File: config.mk
export PLATFORM = sky130hd
export DESIGN_NAME = ntt_layer_ctrl_flat
export DESIGN_NICKNAME = d
export VERILOG_FILES = /design/src/rtl/ntt_layer_ctrl_if.sv /design/src/rtl/ntt_layer_ctrl.sv /design/src/flat_wrapper.sv
export SDC_FILE = /design/constraint.sdc
export NUM_CORES = 1
export LEC_CHECK = 0
export CORE_MARGIN = 5
export CORE_UTILIZATION = 30
export CTS_CLUSTER_DIAMETER = 80
export DETAILED_ROUTE_END_ITERATION = 10
export GPL_TIMING_DRIVEN = 0
export PLACE_DENSITY = 0.57
export SETUP_SLACK_MARGIN = 0.02
export SYNTH_ARGS = -nofsm -noshare
export SYNTH_HDL_FRONTEND = slang
export SYNTH_SLANG_ARGS = --single-unit
File: constraint.sdc
create_clock -name i_clk -period 2.1 [get_ports i_clk]
set_input_delay 0.42 -clock i_clk [delete_from_list [all_inputs] [get_ports i_clk]]
set_output_delay 0.42 -clock i_clk [all_outputs]
set_load 0.01 [all_outputs]
File: src/rtl/ntt_layer_ctrl_if.sv
// Control/status bundle between the NTT layer sequencer and its user.
// Sequencer is the slave (samples i_*, drives o_*); the driver side is the master.
interface ntt_layer_ctrl_if #(
  parameter int AW = 2,
  parameter int LW = 3
);
  logic              i_start;
  logic              i_intt;
  logic              i_abort;
  logic              o_busy;
  logic              o_done;
  logic              o_rd_en;
  logic [AW-1:0]     o_rd_addr;
  logic [LW-1:0]     o_layer;
  logic [LW+AW-1:0]  o_tw_idx;
  logic              o_wr_en;
  logic [AW-1:0]     o_wr_addr;
  logic              o_intt;
  logic              o_permute;

  modport master (
    output i_start, i_intt, i_abort,
    input  o_busy, o_done, o_rd_en, o_rd_addr, o_layer, o_tw_idx,
           o_wr_en, o_wr_addr, o_intt, o_permute
  );

  modport slave (
    input  i_start, i_intt, i_abort,
    output o_busy, o_done, o_rd_en, o_rd_addr, o_layer, o_tw_idx,
           o_wr_en, o_wr_addr, o_intt, o_permute
  );
endinterface

File: src/rtl/ntt_layer_ctrl.sv
// NTT/INTT layer sequencer: per layer, ROWS read beats then a drain until the last write-back.
// Writes trail reads by exactly BFU_LATENCY cycles; no backpressure, abort/reset flush pending writes.
module ntt_layer_ctrl #(
  parameter int HALF_NUM_BFU = 16,
  parameter int NUM_COEF     = 256,
  parameter int LOG_N        = 8,
  parameter int BFU_LATENCY  = 4
) (
  input  logic                i_clk,
  input  logic                i_rst_n,
  ntt_layer_ctrl_if.slave     bus
);
  localparam int ROWS = NUM_COEF / (4 * HALF_NUM_BFU);
  localparam int AW   = (ROWS > 1) ? $clog2(ROWS) : 1;
  localparam int LW   = $clog2(LOG_N);

  typedef enum logic [1:0] {
    S_IDLE,
    S_READ,
    S_DRAIN,
    S_DONE
  } state_t;

  state_t        state_q, state_d;
  logic [AW-1:0] beat_q, beat_d;
  logic [LW-1:0] layer_q, layer_d;
  logic          intt_q, intt_d;

  logic [BFU_LATENCY-1:0] dl_vld_q;
  logic [BFU_LATENCY-1:0] dl_last_q;
  logic [AW-1:0]          dl_row_q [BFU_LATENCY];

  logic rd_en;
  logic last_layer;
  logic drain_end;

  assign rd_en      = (state_q == S_READ);
  assign last_layer = intt_q ? (layer_q == '0) : (layer_q == LW'(LOG_N - 1));
  // Reads of one layer are issued in row order, so the tail of the delay line
  // showing the final row means the whole layer has been written back.
  assign drain_end  = dl_vld_q[BFU_LATENCY-1] && (dl_row_q[BFU_LATENCY-1] == AW'(ROWS - 1));

  always_comb begin
    state_d = state_q;
    beat_d  = beat_q;
    layer_d = layer_q;
    intt_d  = intt_q;
    case (state_q)
      S_IDLE: begin
        if (bus.i_start) begin
          intt_d  = bus.i_intt;
          layer_d = bus.i_intt ? LW'(LOG_N - 1) : '0;
          beat_d  = '0;
          state_d = S_READ;
        end
      end
      S_READ: begin
        if (beat_q == AW'(ROWS - 1)) begin
          state_d = S_DRAIN;
        end else begin
          beat_d = beat_q + AW'(1);
        end
      end
      S_DRAIN: begin
        if (drain_end) begin
          if (last_layer) begin
            state_d = S_DONE;
          end else begin
            layer_d = intt_q ? (layer_q - LW'(1)) : (layer_q + LW'(1));
            beat_d  = '0;
            state_d = S_READ;
          end
        end
      end
      S_DONE: begin
        state_d = S_IDLE;
      end
      default: begin
        state_d = S_IDLE;
      end
    endcase
    if (bus.i_abort) begin
      state_d = S_IDLE;
      beat_d  = beat_q;
      layer_d = layer_q;
      intt_d  = intt_q;
    end
  end

  always_ff @(posedge i_clk or negedge i_rst_n) begin
    if (!i_rst_n) begin
      state_q <= S_IDLE;
      beat_q  <= '0;
      layer_q <= '0;
      intt_q  <= 1'b0;
    end else begin
      state_q <= state_d;
      beat_q  <= beat_d;
      layer_q <= layer_d;
      intt_q  <= intt_d;
    end
  end

  always_ff @(posedge i_clk or negedge i_rst_n) begin
    if (!i_rst_n) begin
      dl_vld_q  <= '0;
      dl_last_q <= '0;
      for (int i = 0; i < BFU_LATENCY; i++) begin
        dl_row_q[i] <= '0;
      end
    end else if (bus.i_abort) begin
      dl_vld_q  <= '0;
      dl_last_q <= '0;
      for (int i = 0; i < BFU_LATENCY; i++) begin
        dl_row_q[i] <= '0;
      end
    end else begin
      dl_vld_q[0]  <= rd_en;
      dl_last_q[0] <= last_layer;
      dl_row_q[0]  <= beat_q;
      for (int i = 1; i < BFU_LATENCY; i++) begin
        dl_vld_q[i]  <= dl_vld_q[i-1];
        dl_last_q[i] <= dl_last_q[i-1];
        dl_row_q[i]  <= dl_row_q[i-1];
      end
    end
  end

  assign bus.o_busy    = (state_q == S_READ) || (state_q == S_DRAIN);
  assign bus.o_done    = (state_q == S_DONE);
  assign bus.o_rd_en   = rd_en;
  assign bus.o_rd_addr = rd_en ? beat_q : '0;
  assign bus.o_layer   = layer_q;
  assign bus.o_tw_idx  = {layer_q, bus.o_rd_addr};
  assign bus.o_wr_en   = dl_vld_q[BFU_LATENCY-1];
  assign bus.o_wr_addr = dl_row_q[BFU_LATENCY-1];
  assign bus.o_intt    = intt_q;
  assign bus.o_permute = dl_vld_q[BFU_LATENCY-1] & intt_q & dl_last_q[BFU_LATENCY-1];
endmodule

File: src/flat_wrapper.sv
// flat-port wrapper written by rule: the top's interface ports become plain ports
module ntt_layer_ctrl_flat 
#(
  parameter int HALF_NUM_BFU = 16,
  parameter int NUM_COEF     = 256,
  parameter int LOG_N        = 8,
  parameter int BFU_LATENCY  = 4
)
  (i_clk, i_rst_n, bus_i_start, bus_i_intt, bus_i_abort, bus_o_busy, bus_o_done, bus_o_rd_en, bus_o_rd_addr, bus_o_layer, bus_o_tw_idx, bus_o_wr_en, bus_o_wr_addr, bus_o_intt, bus_o_permute);
  ntt_layer_ctrl_if #(.AW(((((256) / (4 * (16))) > 1) ? $clog2(((256) / (4 * (16)))) : 1)), .LW(($clog2((8))))) bus_i ();
  input  logic i_clk;
  input  logic i_rst_n;
  input wire logic [$bits(bus_i.i_start)-1:0] bus_i_start;
  input wire logic [$bits(bus_i.i_intt)-1:0] bus_i_intt;
  input wire logic [$bits(bus_i.i_abort)-1:0] bus_i_abort;
  output wire logic [$bits(bus_i.o_busy)-1:0] bus_o_busy;
  output wire logic [$bits(bus_i.o_done)-1:0] bus_o_done;
  output wire logic [$bits(bus_i.o_rd_en)-1:0] bus_o_rd_en;
  output wire logic [$bits(bus_i.o_rd_addr)-1:0] bus_o_rd_addr;
  output wire logic [$bits(bus_i.o_layer)-1:0] bus_o_layer;
  output wire logic [$bits(bus_i.o_tw_idx)-1:0] bus_o_tw_idx;
  output wire logic [$bits(bus_i.o_wr_en)-1:0] bus_o_wr_en;
  output wire logic [$bits(bus_i.o_wr_addr)-1:0] bus_o_wr_addr;
  output wire logic [$bits(bus_i.o_intt)-1:0] bus_o_intt;
  output wire logic [$bits(bus_i.o_permute)-1:0] bus_o_permute;
  assign bus_i.i_start = bus_i_start;
  assign bus_i.i_intt = bus_i_intt;
  assign bus_i.i_abort = bus_i_abort;
  assign bus_o_busy = bus_i.o_busy;
  assign bus_o_done = bus_i.o_done;
  assign bus_o_rd_en = bus_i.o_rd_en;
  assign bus_o_rd_addr = bus_i.o_rd_addr;
  assign bus_o_layer = bus_i.o_layer;
  assign bus_o_tw_idx = bus_i.o_tw_idx;
  assign bus_o_wr_en = bus_i.o_wr_en;
  assign bus_o_wr_addr = bus_i.o_wr_addr;
  assign bus_o_intt = bus_i.o_intt;
  assign bus_o_permute = bus_i.o_permute;
  ntt_layer_ctrl #(.HALF_NUM_BFU(HALF_NUM_BFU), .NUM_COEF(NUM_COEF), .LOG_N(LOG_N), .BFU_LATENCY(BFU_LATENCY)) u_core (.i_clk(i_clk), .i_rst_n(i_rst_n), .bus(bus_i));
endmodule
# After elaboration in Yosys (flattened, before gate mapping)

Cells that the tools add are included.

Output and inout bits: 18
Register bits: 24
Logic and storage cells: 61

Muxes and demuxes: 22
Bitwise operators: 3
Add/sub/neg operators: 3
Eq/ne operators: 13
Reduce and logical (&&, ||, !) cells: 10

Operators with widths:

| kind                | number |
|---|---|
| $mux 2              | 10 |
| $mux 3              | 5 |
| $eq 2x2->1 const B  | 4 |
| $mux 4              | 2 |
| $mux 8              | 1 |
| $pmux 2 s4          | 1 |
| $ne 2x2->1 const B  | 3 |
| $ne 3x3->1 const B  | 2 |
| $pmux 2 s3          | 1 |
| $pmux 3 s2          | 1 |
| $reduce_and 3->1    | 2 |
| $reduce_and 6->1    | 1 |
| $reduce_and 5->1    | 1 |
| $add 3x1->3 const B | 1 |
| $eq 3x3->1 const B  | 1 |
| $logic_not 3->1     | 1 |
| $ne 3x2->1 const B  | 1 |
| $reduce_bool 3->1   | 1 |
| $sub 3x1->3 const B | 1 |
| $add 2x1->2 const B | 1 |
| $and 1x1->1         | 2 |
| $eq 2x1->1 const B  | 1 |
| $logic_not 2->1     | 1 |
| $ne 2x1->1 const B  | 1 |
| other kinds (5)     | 5 |

# Logic depth before layout (Yosys ltp)

Gate-level depths: netlist (run 1).

Depth after elaboration: 6
Depth in mapped cells: 7
Gate-level depth less buffers: 6

# Worst setup path after synthesis (run 1)

OpenSTA, ideal clock, no wires.

Kind: reg-to-reg
Start: register u_core.intt_q, in the netlist u_core.bus.o_intt
End: register u_core.layer_q[2], in the netlist u_core.bus.o_layer[2]
Setup time: 128 ps
Clock period less this slack: 1717 ps
Buffers on the path: 0
Cell stages (with the launch flop): 7
Arrival: 1589 ps
Setup slack: 383 ps
Cell sequence: dfrtp_1 > inv_1 > fa_1 > xnor2_1 > xnor2_1 > a21oi_1 > mux2_1

Cells in the longest elaborated chain, start to end: 4
Elaborated cells between the ends (all ways): 7
Those cells by class: eq/ne (1); mux (5); reduce/logical (1)

RTL lines:

| what                     | line                  | RTL |
|---|---|---|
| start: declaration       | ntt_layer_ctrl.sv:27  | `logic intt_q, intt_d;` |
| start signal: assignment | ntt_layer_ctrl.sv:100 | `intt_q <= intt_d;` |
| $mux 3                   | ntt_layer_ctrl.sv:69  | `layer_d = intt_q ? (layer_q - LW'(1)) : (layer_q + LW'(1));` |
| $mux 3                   | ntt_layer_ctrl.sv:66  | `if (last_layer) begin` |
| $mux 3                   | ntt_layer_ctrl.sv:65  | `if (drain_end) begin` |
| $pmux 3 s2               | ntt_layer_ctrl.sv:48  | `case (state_q)` |
| end signal: assignment   | ntt_layer_ctrl.sv:99  | `layer_q <= layer_d;` |
| end: declaration         | ntt_layer_ctrl.sv:26  | `logic [LW-1:0] layer_q, layer_d;` |

Several ways; a longest one is shown, not always the timed one. The select of a mux whose other input is x is not followed.
A chain may end at the register's enable or synchronous reset.

# Worst setup path after layout (run 1)

Start: register u_core.state_q[0]
End: output bus_o_busy

Cells in the longest elaborated chain, start to end: 2
Elaborated cells between the ends (all ways): 3
Those cells by class: eq/ne (2); reduce/logical (1)

RTL lines:

| what                                     | line                  | RTL |
|---|---|---|
| start: declaration                       | ntt_layer_ctrl.sv:24  | `state_t state_q, state_d;` |
| start signal: assignment                 | ntt_layer_ctrl.sv:97  | `state_q <= state_d;` |
| $eq 2x1->1 or $eq 2x2->1 (tied branches) | ntt_layer_ctrl.sv:129 | `assign bus.o_busy = (state_q == S_READ) \|\| (state_q == S_DRAIN);` |
| $logic_or 1x1->1 *                       | ntt_layer_ctrl.sv:129 |  |
| end: declaration                         | flat_wrapper.sv:16    | `output wire logic [$bits(bus_i.o_busy)-1:0] bus_o_busy;` |

Every way passes the cells marked *; elsewhere a longest branch is shown, timed or not.

==> impl_metrics.json, run 1 <==
{
  "status": "complete, no violations",
  "clockBufferDepth": 2,
  "clk_latency_ps": 260,
  "ys_warn_count": 0,
  "fin_util": 0.4179,
  "cp.required_ps": 1680,
  "hold_viol": 0,
  "syn_area_um2": 1159,
  "hp-start": "u_core.dl_vld_q[2]",
  "die_area_um2": 5205,
  "gr-usage-met1": 0.1222,
  "num_vias": 782,
  "grt_max_degree": 25,
  "hold_depth": 1,
  "ys_seq_area_frac": 0.5184,
  "critPathMaxFanout": 4,
  "synth_top_area_frac": 0.5184,
  "grtUsageMet3": 0.03186,
  "grt_pass1_vias": 832,
  "syn_avg_cell_area_um2": 11.36,
  "syn_nets": 113,
  "clock_sinks": 24,
  "synth_edf_count": 0,
  "grt.overflow.total": 0,
  "max_freq_mhz": 503.4,
  "whs_endpoint": "u_core.dl_vld_q[3]",
  "hold_path.class": "flop to flop",
  "gp_congestion": 0.7741,
  "slew_headroom": 0.2976,
  "drv_slew": 0,
  "crit_buf_inv": 2,
  "globalRouteMet2Util": 0.1456,
  "setup_tns_ps": 0,
  "antenna_found_initial": 0,
  "wire_per_inst_um": 11.99,
  "vias_per_cell": 4.393,
  "initial_utilization": 0.3141,
  "portBuffers": 22,
  "ant_nets": 0,
  "synth.distinct_cells": 27,
  "worstRegToRegCells": 7,
  "worst_slew_pin_slew_ps": 1050,
  "worstPathCellList": "inv_1 -> ha_1 -> clkdlybuf4s50_1",
  "die_x_um": 72.15,
  "synth_common_cells": "dfrtp_1, nor2b_1, inv_1, nor2_1, buf_4",
  "dieHeight_um": 72.15,
  "synth_most_common_cell": "dfrtp_1",
  "final_cells": 178,
  "whs_ps": 463.9,
  "drive_above_1_share": 0.1846,
  "arrival_ps": 1570,
  "numCtsBuffers": 3,
  "timing.rr.start": "u_core.state_q[0]",
  "synth-main-ff-cell": "dfrtp_1",
  "criticalPathCategory": "flop to primary output",
  "fin_crit_ps": 1987,
  "diodes": 0,
  "power_density_nw_per_um2": 1268,
  "htree_levels": 1,
  "reg2reg_slack_ps": 270,
  "grt_pass1_wl_mm": 3.822,
  "busiest_layer": "met2",
  "dp_hpwl_mm": 1.565,
  "yosys.area.top_type": "dfrtp_1",
  "area_growth_syn_to_layout_pct": 33.05,
  "cpLargestDelayFamily": "buffers and inverters",
  "fin_crit_sh": 0.9460,
  "drc": 0,
  "cp-end-kind": "primary output",
  "drt_iter0_markers": 15,
  "timing.final.ws_setup_ps": 113.5,
  "cts_tree": "done",
  "synth.area.top_cells": "dfrtp_1, nor2b_1, ha_1",
  "slowest_delay_ps": 530,
  "leakagePower_nw": 0.7474,
  "fp.coreArea_um2": 3689,
  "place_worst_setup_slack_ps": 29.70,
  "ctsHoldBuffers": 0,
  "rsz0062_at_grt": "no",
  "track_usage": 0.09294,
  "vdd_drop_max_uv": 525.5,
  "place_inst": 172,
  "setup_viol_count_final": 0,
  "maxCapViolations": 0,
  "root_buffer": "clkbuf_8",
  "routed_wl_mm": 2.134,
  "num_rows": 22,
  "ys_async_sr_fraction": 1.000,
  "pin_count": 23,
  "synth_cells": 102,
  "cpMaxStageDelayCell": "clkdlybuf4s50_1",
  "clock_skew_ps": 1.350,
  "rr_endpoint": "u_core.beat_q[0]",
  "path_clk_slew_ps": 80,
  "fin_nets": 142,
  "firstDrtPassIters": 4,
  "ys_seq_elements": 24,
  "cp-start-kind": "flop"
}
state kept, by name, indices dropped and copies added, names as in the netlist:
name                  cells
u_core.dl_last_q          4
u_core.state_q            2
u_core.beat_q             2
u_core.dl_vld_q           4
u_core.bus.o_layer        3
u_core.bus.o_intt         1
u_core.bus.o_wr_addr      2
u_core.dl_row_q           6
where the power goes:
part | internal [mW] | switching, mW | leakage [nW]
combinational | 0.489 | 0.380 | 0.391
sequential | 0.571 | 0.115 | 0.321
clock | 0.255 | 0.146 | 0.0357
total | 1.31 | 0.640 | 0.747
how the worst max path moves through the flow:
stage                                  from                    end  slack (ps)  cells after the start
after global placement    u_core.state_q[1]        bus_o_tw_idx[1]          30                      5
after CTS                 u_core.state_q[1]       bus_o_rd_addr[0]          40                      4
after global routing      u_core.state_q[0]             bus_o_busy          40                      3
after detailed placement  u_core.state_q[1]        bus_o_tw_idx[1]          30                      5
final                     u_core.state_q[0]             bus_o_busy         110                      3
after floorplan           u_core.bus.o_intt  u_core.bus.o_layer[2]         380                      6
cells in the final DEF (no fill, tap or decap), types with 3 or more instances in the layout:
master           count
a21oi_1              3
dfrtp_1             23
nor2b_1             16
clkdlybuf4s50_1     18
nor2_1               8
buf_4                9
inv_1                7
mux2_1               3
ha_1                 4
mux2i_1              3
clkbuf_8             3
a211oi_1             3
kinds of logic after synthesis:
kind of cell / after synthesis / synth area share
adders and majority gates: 6 / 0.07127
and+or+nand+nor: 36 / 0.1933
AOI/OAI and AO/OA: 10 / 0.06478
DFF: 24 / 0.5184
muxes: 6 / 0.05507
xor gates and xnor gates: 2 / 0.01512
buffers and inverters: 18 / 0.08207
layer usage:
metal	share of wire	wire, um
met1	0.47	1005
met2	0.48	1026
met3	0.045	96
met4	0.0028	6
met5	0	0
final cells by class:
type	count	area (um^2)
buffer	10	65.06
clock buffer	3	41.29
clock inverter	1	30.03
fill	369	2147
inverter	8	30.03
multi-input combinational	60	475.5
sequential	24	601.8
tap	48	60.06
timing repair buffer	24	237.7
worst register-to-register path, delay by kind of cell, from the launching register on:
family,cells,cell delay (ps)
flops,1,450
mux,1,320
buf+inv,2,310
compound gates,1,270
simple gates,2,230
fa+ha+maj,1,140
timing repair:
item / CTS / global route
buffers inserted: 1 / 1
gates cloned: 0 / 0
endpoints found under the setup margin: 5 / 3
gates resized for setup: 6 / 2
through the flow:
step	cell area (um^2)	total power [mW]
detailed placement	1439	1.543
CTS	1529	1.981
finish	1541	1.955
global placement	1439	1.521
global route	1541	2.110
floorplan	1159	1.205
Note: power is estimated with default switching activity, not from simulation.
==> run 2, diff against run 1 <==
--- a/config.mk
+++ b/config.mk
@@ -8,9 +8,10 @@
 export CORE_MARGIN = 5
 export CORE_UTILIZATION = 30
 export CTS_CLUSTER_DIAMETER = 80
+export CTS_CLUSTER_SIZE = 8
 export DETAILED_ROUTE_END_ITERATION = 10
 export GPL_TIMING_DRIVEN = 0
-export PLACE_DENSITY = 0.57
+export PLACE_DENSITY = 0.58
 export SETUP_SLACK_MARGIN = 0.02
 export SYNTH_ARGS = -nofsm -noshare
 export SYNTH_HDL_FRONTEND = slang
==> run 2 against run 1 <==
Compared with the run above:
- routed wire length shrank 2.3%
- global-route usage shrank 0.26 points
- clock power grew 1%
- power shrank 0.88%
- utilization shrank 0.14 points
- worst setup slack gained 71 ps
- flip-flop and latch count is the same
- sequential power grew 1%
- combinational power shrank 3.2%
- non-clock buffer count shrank 1
- first-iteration DRC count grew 60%
==> impl_metrics.json, run 2 (same netlist as run 1, synthesis figures left out) <==
{
  "die_x_um": 72.15,
  "reg_top3": "u_core.dl_row_q: 6 flops, u_core.dl_last_q: 4 flops, u_core.dl_vld_q: 4 flops",
  "hold_viol": 0,
  "pin_count": 23,
  "dp_hpwl_mm": 1.591,
  "leakagePower_nw": 0.7553,
  "worst_slew_pin_slew_ps": 1052,
  "setup_tns_ps": 0,
  "firstDrtPassIters": 4,
  "ctsHoldBuffers": 0,
  "fin_crit_sh": 0.9123,
  "fp.coreArea_um2": 3689,
  "power_density_nw_per_um2": 1261,
  "gp_congestion": 0.7734,
  "drc": 0,
  "timing.final.ws_setup_ps": 184.1,
  "drt_iter0_markers": 24,
  "fin_crit_ps": 1916,
  "grt_max_degree": 25,
  "num_vias": 764,
  "die_area_um2": 5205,
  "postLayoutCellArea_um2": 1536,
  "area_growth_syn_to_layout_pct": 32.61,
  "clk_latency_ps": 270,
  "path_clk_slew_ps": 90,
  "status": "complete, no violations",
  "arrival_ps": 1500,
  "portBuffers": 22,
  "drive_above_1_share": 0.1783,
  "routed_wl_mm": 2.085,
  "hold_path.class": "flop to flop",
  "final_common_cell": "dfrtp_1",
  "wire_per_inst_um": 11.78,
  "slowest_delay_ps": 460,
  "cts_tree": "done",
  "criticalPathCategory": "flop to primary output",
  "drv_slew": 0,
  "initial_utilization": 0.3141,
  "timing.rr.start": "u_core.state_q[0]",
  "diodes": 0,
  "setup_viol_count_final": 0,
  "dieHeight_um": 72.15,
  "numCtsBuffers": 3,
  "largest-register": "u_core.dl_row_q",
  "maxCapViolations": 0,
  "hp-start": "u_core.dl_vld_q[0]",
  "antenna_found_initial": 0,
  "critPathMaxFanout": 9,
  "fin_nets": 141,
  "rsz0062_at_grt": "no",
  "crit_start": "u_core.state_q[0]",
  "clock_skew_ps": 2.692,
  "cpMaxStageDelayCell": "dfrtp_2",
  "power_mw": 1.937,
  "htree_levels": 1,
  "grt_pass1_wl_mm": 3.801,
  "clock_sinks": 24,
  "grt_pass1_vias": 842,
  "cp-end-kind": "primary output",
  "whs_ps": 461.5,
  "num_rows": 22,
  "largest_reg_flops": 6,
  "final_cell_mix": "dfrtp_1, clkdlybuf4s50_1, nor2b_1",
  "cp.required_ps": 1680,
  "root_buffer": "clkbuf_8",
  "ant_nets": 0,
  "cp-start-kind": "flop",
  "vias_per_cell": 4.316,
  "track_usage": 0.09035,
  "worstPathCellList": "ha_4 -> and2_1 -> buf_4 -> dlygate4sd2_1",
  "place_worst_setup_slack_ps": 7.155,
  "clockBufferDepth": 2,
  "max_freq_mhz": 522.0,
  "slew_headroom": 0.2964,
  "grt.overflow.total": 0,
  "place_area_um2": 1439,
  "vdd_drop_max_uv": 633.7
}
[run 2: cell count changes in the layout (fill, tap and decap cells not counted)]
| cell | previous run | this run |
|---|---|---|
| dlymetal6s2s_1 | 2 | 3 |
| clkdlybuf4s50_1 | 18 | 17 |
| buf_4 | 9 | 8 |
[run 2: area by class of cell]
cell class	count	area (um^2)
plain buffers	10	65.06
repair buffers	23	232.7
inverters	8	30.03
clock inverters	1	30.03
multi-input cells	60	475.5
flip-flops and latches	24	601.8
fillers	376	2152
clock buffers	3	41.29
well taps	48	60.06
[run 2: worst max-delay path: cells and delay by family, from the launching register on]
family / cells / cell delay [ps]
flip-flops: 1 / 460
buffers and inverters: 2 / 390
adder cells (fa/ha/maj): 1 / 210
AND/OR/NAND/NOR: 1 / 170
[run 2: worst paths after layout]
kind	end	slack [ps]	depth (start not counted)
min reg2reg	u_core.dl_vld_q[1]	460	1
max reg2reg	u_core.beat_q[0]	270	7
min in group asynchronous	u_core.dl_last_q[3]	720	1
max	bus_o_tw_idx[0]	180	4
max in group asynchronous	u_core.state_q[0]	680	1
min	u_core.dl_vld_q[1]	460	1
[run 2: report_power, final]
group	switching, mW	leakage, nW	internal (mW)
combinational	0.367	0.399	0.473
sequential	0.122	0.321	0.571
clock	0.149	0.0357	0.255
total	0.638	0.755	1.30
[run 2: timing repair]
item                                    in CTS  in global routing
endpoints found under the setup margin       5                  3
setup buffers                                1                  0
resized for setup                            6                  3
pin swaps                                    0                  0
cloned                                       0                  0
[run 2: layer usage]
layer	wire length, um	up-vias	track usage
li1	-	381	-
met1	1001	364	0.1188
met2	960	17	0.1486
met3	107	2	0.02909
met4	16	0	0.01253
met5	0	-	0
[run 2: per-stage QoR]
stage               utilization  cells
floorplan                     -    102
detailed placement       0.3901    172
global placement         0.3901    172
finish                   0.4166    177
CTS                      0.4145    177
global route             0.4166    177
==> run 3, diff against run 2 <==
--- a/config.mk
+++ b/config.mk
@@ -6,12 +6,12 @@
 export NUM_CORES = 1
 export LEC_CHECK = 0
 export CORE_MARGIN = 5
-export CORE_UTILIZATION = 30
+export CORE_UTILIZATION = 50
 export CTS_CLUSTER_DIAMETER = 80
 export CTS_CLUSTER_SIZE = 8
 export DETAILED_ROUTE_END_ITERATION = 10
 export GPL_TIMING_DRIVEN = 0
-export PLACE_DENSITY = 0.58
+export PLACE_DENSITY = 0.85
 export SETUP_SLACK_MARGIN = 0.02
 export SYNTH_ARGS = -nofsm -noshare
 export SYNTH_HDL_FRONTEND = slang
==> constraint.sdc (replaced) <==
create_clock -name i_clk -period 2 [get_ports i_clk]
set_input_delay 0.4 -clock i_clk [delete_from_list [all_inputs] [get_ports i_clk]]
set_output_delay 0.4 -clock i_clk [all_outputs]
set_load 0.01 [all_outputs]
==> run 3 against run 2 <==
Compared with the run above:
- clock power fell by 38%
- utilization rose by 27 points
- final area fell by 1.5%
- global-route usage rose by 5.5 points
==> impl_metrics.json, run 3 (same netlist as run 1, synthesis figures left out) <==
{
  "cts_tree": "done",
  "drc": 0,
  "drive_above_1_share": 0.2105,
  "dieHeight_um": 58.14,
  "status": "complete, no violations",
  "path_clk_slew_ps": 120,
  "clock_sinks": 24,
  "dp_hpwl_mm": 1.605,
  "power_mw": 1.946,
  "slowest_delay_ps": 420,
  "final_cells": 161,
  "criticalPathCategory": "flop to primary output",
  "fp.coreArea_um2": 2212,
  "crit_start": "u_core.state_q[1]",
  "critPathMaxFanout": 6,
  "die_area_um2": 3380,
  "antenna_found_initial": 0,
  "vias_per_cell": 5.087,
  "arrival_ps": 1500,
  "num_rows": 17,
  "whs_endpoint": "u_core.dl_row_q[5]",
  "fill_cells": 173,
  "largest_reg_flops": 6,
  "grt_pass1_vias": 854,
  "max_freq_mhz": 525.6,
  "fin_nets": 145,
  "fin_crit_sh": 0.9514,
  "fin_util": 0.6844,
  "grt_pass1_wl_mm": 3.760,
  "slew_headroom": 0.3048,
  "clockBufferDepth": 2,
  "reg_top3": "u_core.dl_row_q: 6 flops, u_core.dl_last_q: 4 flops, u_core.dl_vld_q: 4 flops",
  "worstRegToRegCells": 7,
  "numCtsBuffers": 3,
  "clock_skew_ps": 4.610,
  "cp.required_ps": 1600,
  "routed_wl_mm": 2.368,
  "hold_viol": 0,
  "worst_slew_pin_slew_ps": 1040,
  "firstDrtPassIters": 4,
  "leakagePower_nw": 0.7608,
  "final_cell_mix": "dfrtp_1, nor2b_1, clkdlybuf4s50_1",
  "postLayoutCellArea_um2": 1514,
  "portBuffers": 22,
  "area_growth_syn_to_layout_pct": 30.67,
  "cp-start-kind": "flop",
  "hp-start": "u_core.dl_row_q[7]",
  "drv_slew": 0,
  "reg2reg_slack_ps": 120,
  "timing.rr.start": "u_core.state_q[1]",
  "gp_congestion": 0.8628,
  "fin_crit_ps": 1903,
  "clk_latency_ps": 310,
  "largest-register": "u_core.dl_row_q",
  "hold_path.class": "flop to flop",
  "wire_per_inst_um": 14.71,
  "setup_viol_count_final": 0,
  "drt_iter0_markers": 10,
  "final_common_cell": "dfrtp_1",
  "power_density_nw_per_um2": 1286,
  "whs_ps": 474.6,
  "die_x_um": 58.14,
  "grt_max_degree": 25,
  "rr_endpoint": "u_core.beat_q[0]",
  "cp-end-kind": "primary output",
  "worstPathCellList": "inv_2 -> ha_4 -> and2_1 -> buf_4 -> clkdlybuf4s15_1",
  "cpMaxStageDelayCell": "dfrtp_1",
  "initial_utilization": 0.5238,
  "track_usage": 0.1454,
  "pin_count": 23,
  "ant_nets": 0,
  "place_area_um2": 1414,
  "maxCapViolations": 0,
  "htree_levels": 1,
  "grt.overflow.total": 0,
  "ctsHoldBuffers": 0,
  "hold_depth": 1,
  "root_buffer": "clkbuf_4",
  "diodes": 0,
  "num_vias": 819,
  "place_inst": 152,
  "vdd_drop_max_uv": 897.7
}
==> run 3: cell count changes in the layout (fill, tap and decap cells not counted), moves of 2 or more <==
cell	before	now
clkbuf_8	3	1
clkdlybuf4s15_1	0	2
buf_4	8	11
clkdlybuf4s50_1	17	15
clkbuf_4	0	3
==> run 3: through the flow <==
step	TNS (ps)	setup WS, ps
final	0	97.28
after global routing	-12.71	-12.71
after CTS	0	9.501
after detailed placement	-108.3	-59.26
after global placement	-29.24	-15.50
after floorplan	0	283.4
==> run 3: repair_timing <==
action	CTS	global route
resized for setup	9	6
setup buffers	2	3
setup endpoints to repair	6	6
pin swaps	0	1
==> run 3: cell type report <==
cell class	count	area (um^2)	area share
flip-flops and latches	24	603.1	0.3983
multi-input cells	60	480.5	0.3174
repair buffers	27	264.0	0.1744
plain buffers	10	65.06	0.04298
clock buffers	4	36.28	0.02397
well taps	28	35.03	0.02314
inverters	8	30.03	0.01983
==> run 3: critical path, delay by kind of cell, from the launching register on <==
kind / cells / cell delay [ps]
buffers and inverters: 3 / 440
and+or+nand+nor: 1 / 160
DFF: 1 / 420
adders and majority gates: 1 / 180
==> run 3: worst max-delay path by stage <==
stage	to	slack [ps]	depth (start not counted)
after global placement	bus_o_tw_idx[1]	-20	5
after global routing	bus_o_tw_idx[0]	-10	5
after CTS	bus_o_done	10	3
after floorplan	u_core.bus.o_layer[2]	280	6
final	bus_o_tw_idx[0]	100	5
after detailed placement	bus_o_tw_idx[0]	-60	5
==> run 3: layer usage <==
| metal | part of all wire | vias up | routed length [um] | track usage |
|---|---|---|---|---|
| li1 | - | 390 | - | - |
| met1 | 0.42 | 402 | 990 | 0.1742 |
| met2 | 0.53 | 23 | 1251 | 0.2532 |
| met3 | 0.033 | 4 | 78 | 0.02673 |
| met4 | 0.020 | 0 | 47 | 0.06291 |
| met5 | 0 | - | 0 | 0 |
==> run 3: where the power goes <==
group          total [mW]  switching (mW)  internal, mW
logic               0.975           0.445         0.530
registers           0.720           0.119         0.601
clock network       0.251           0.139         0.111
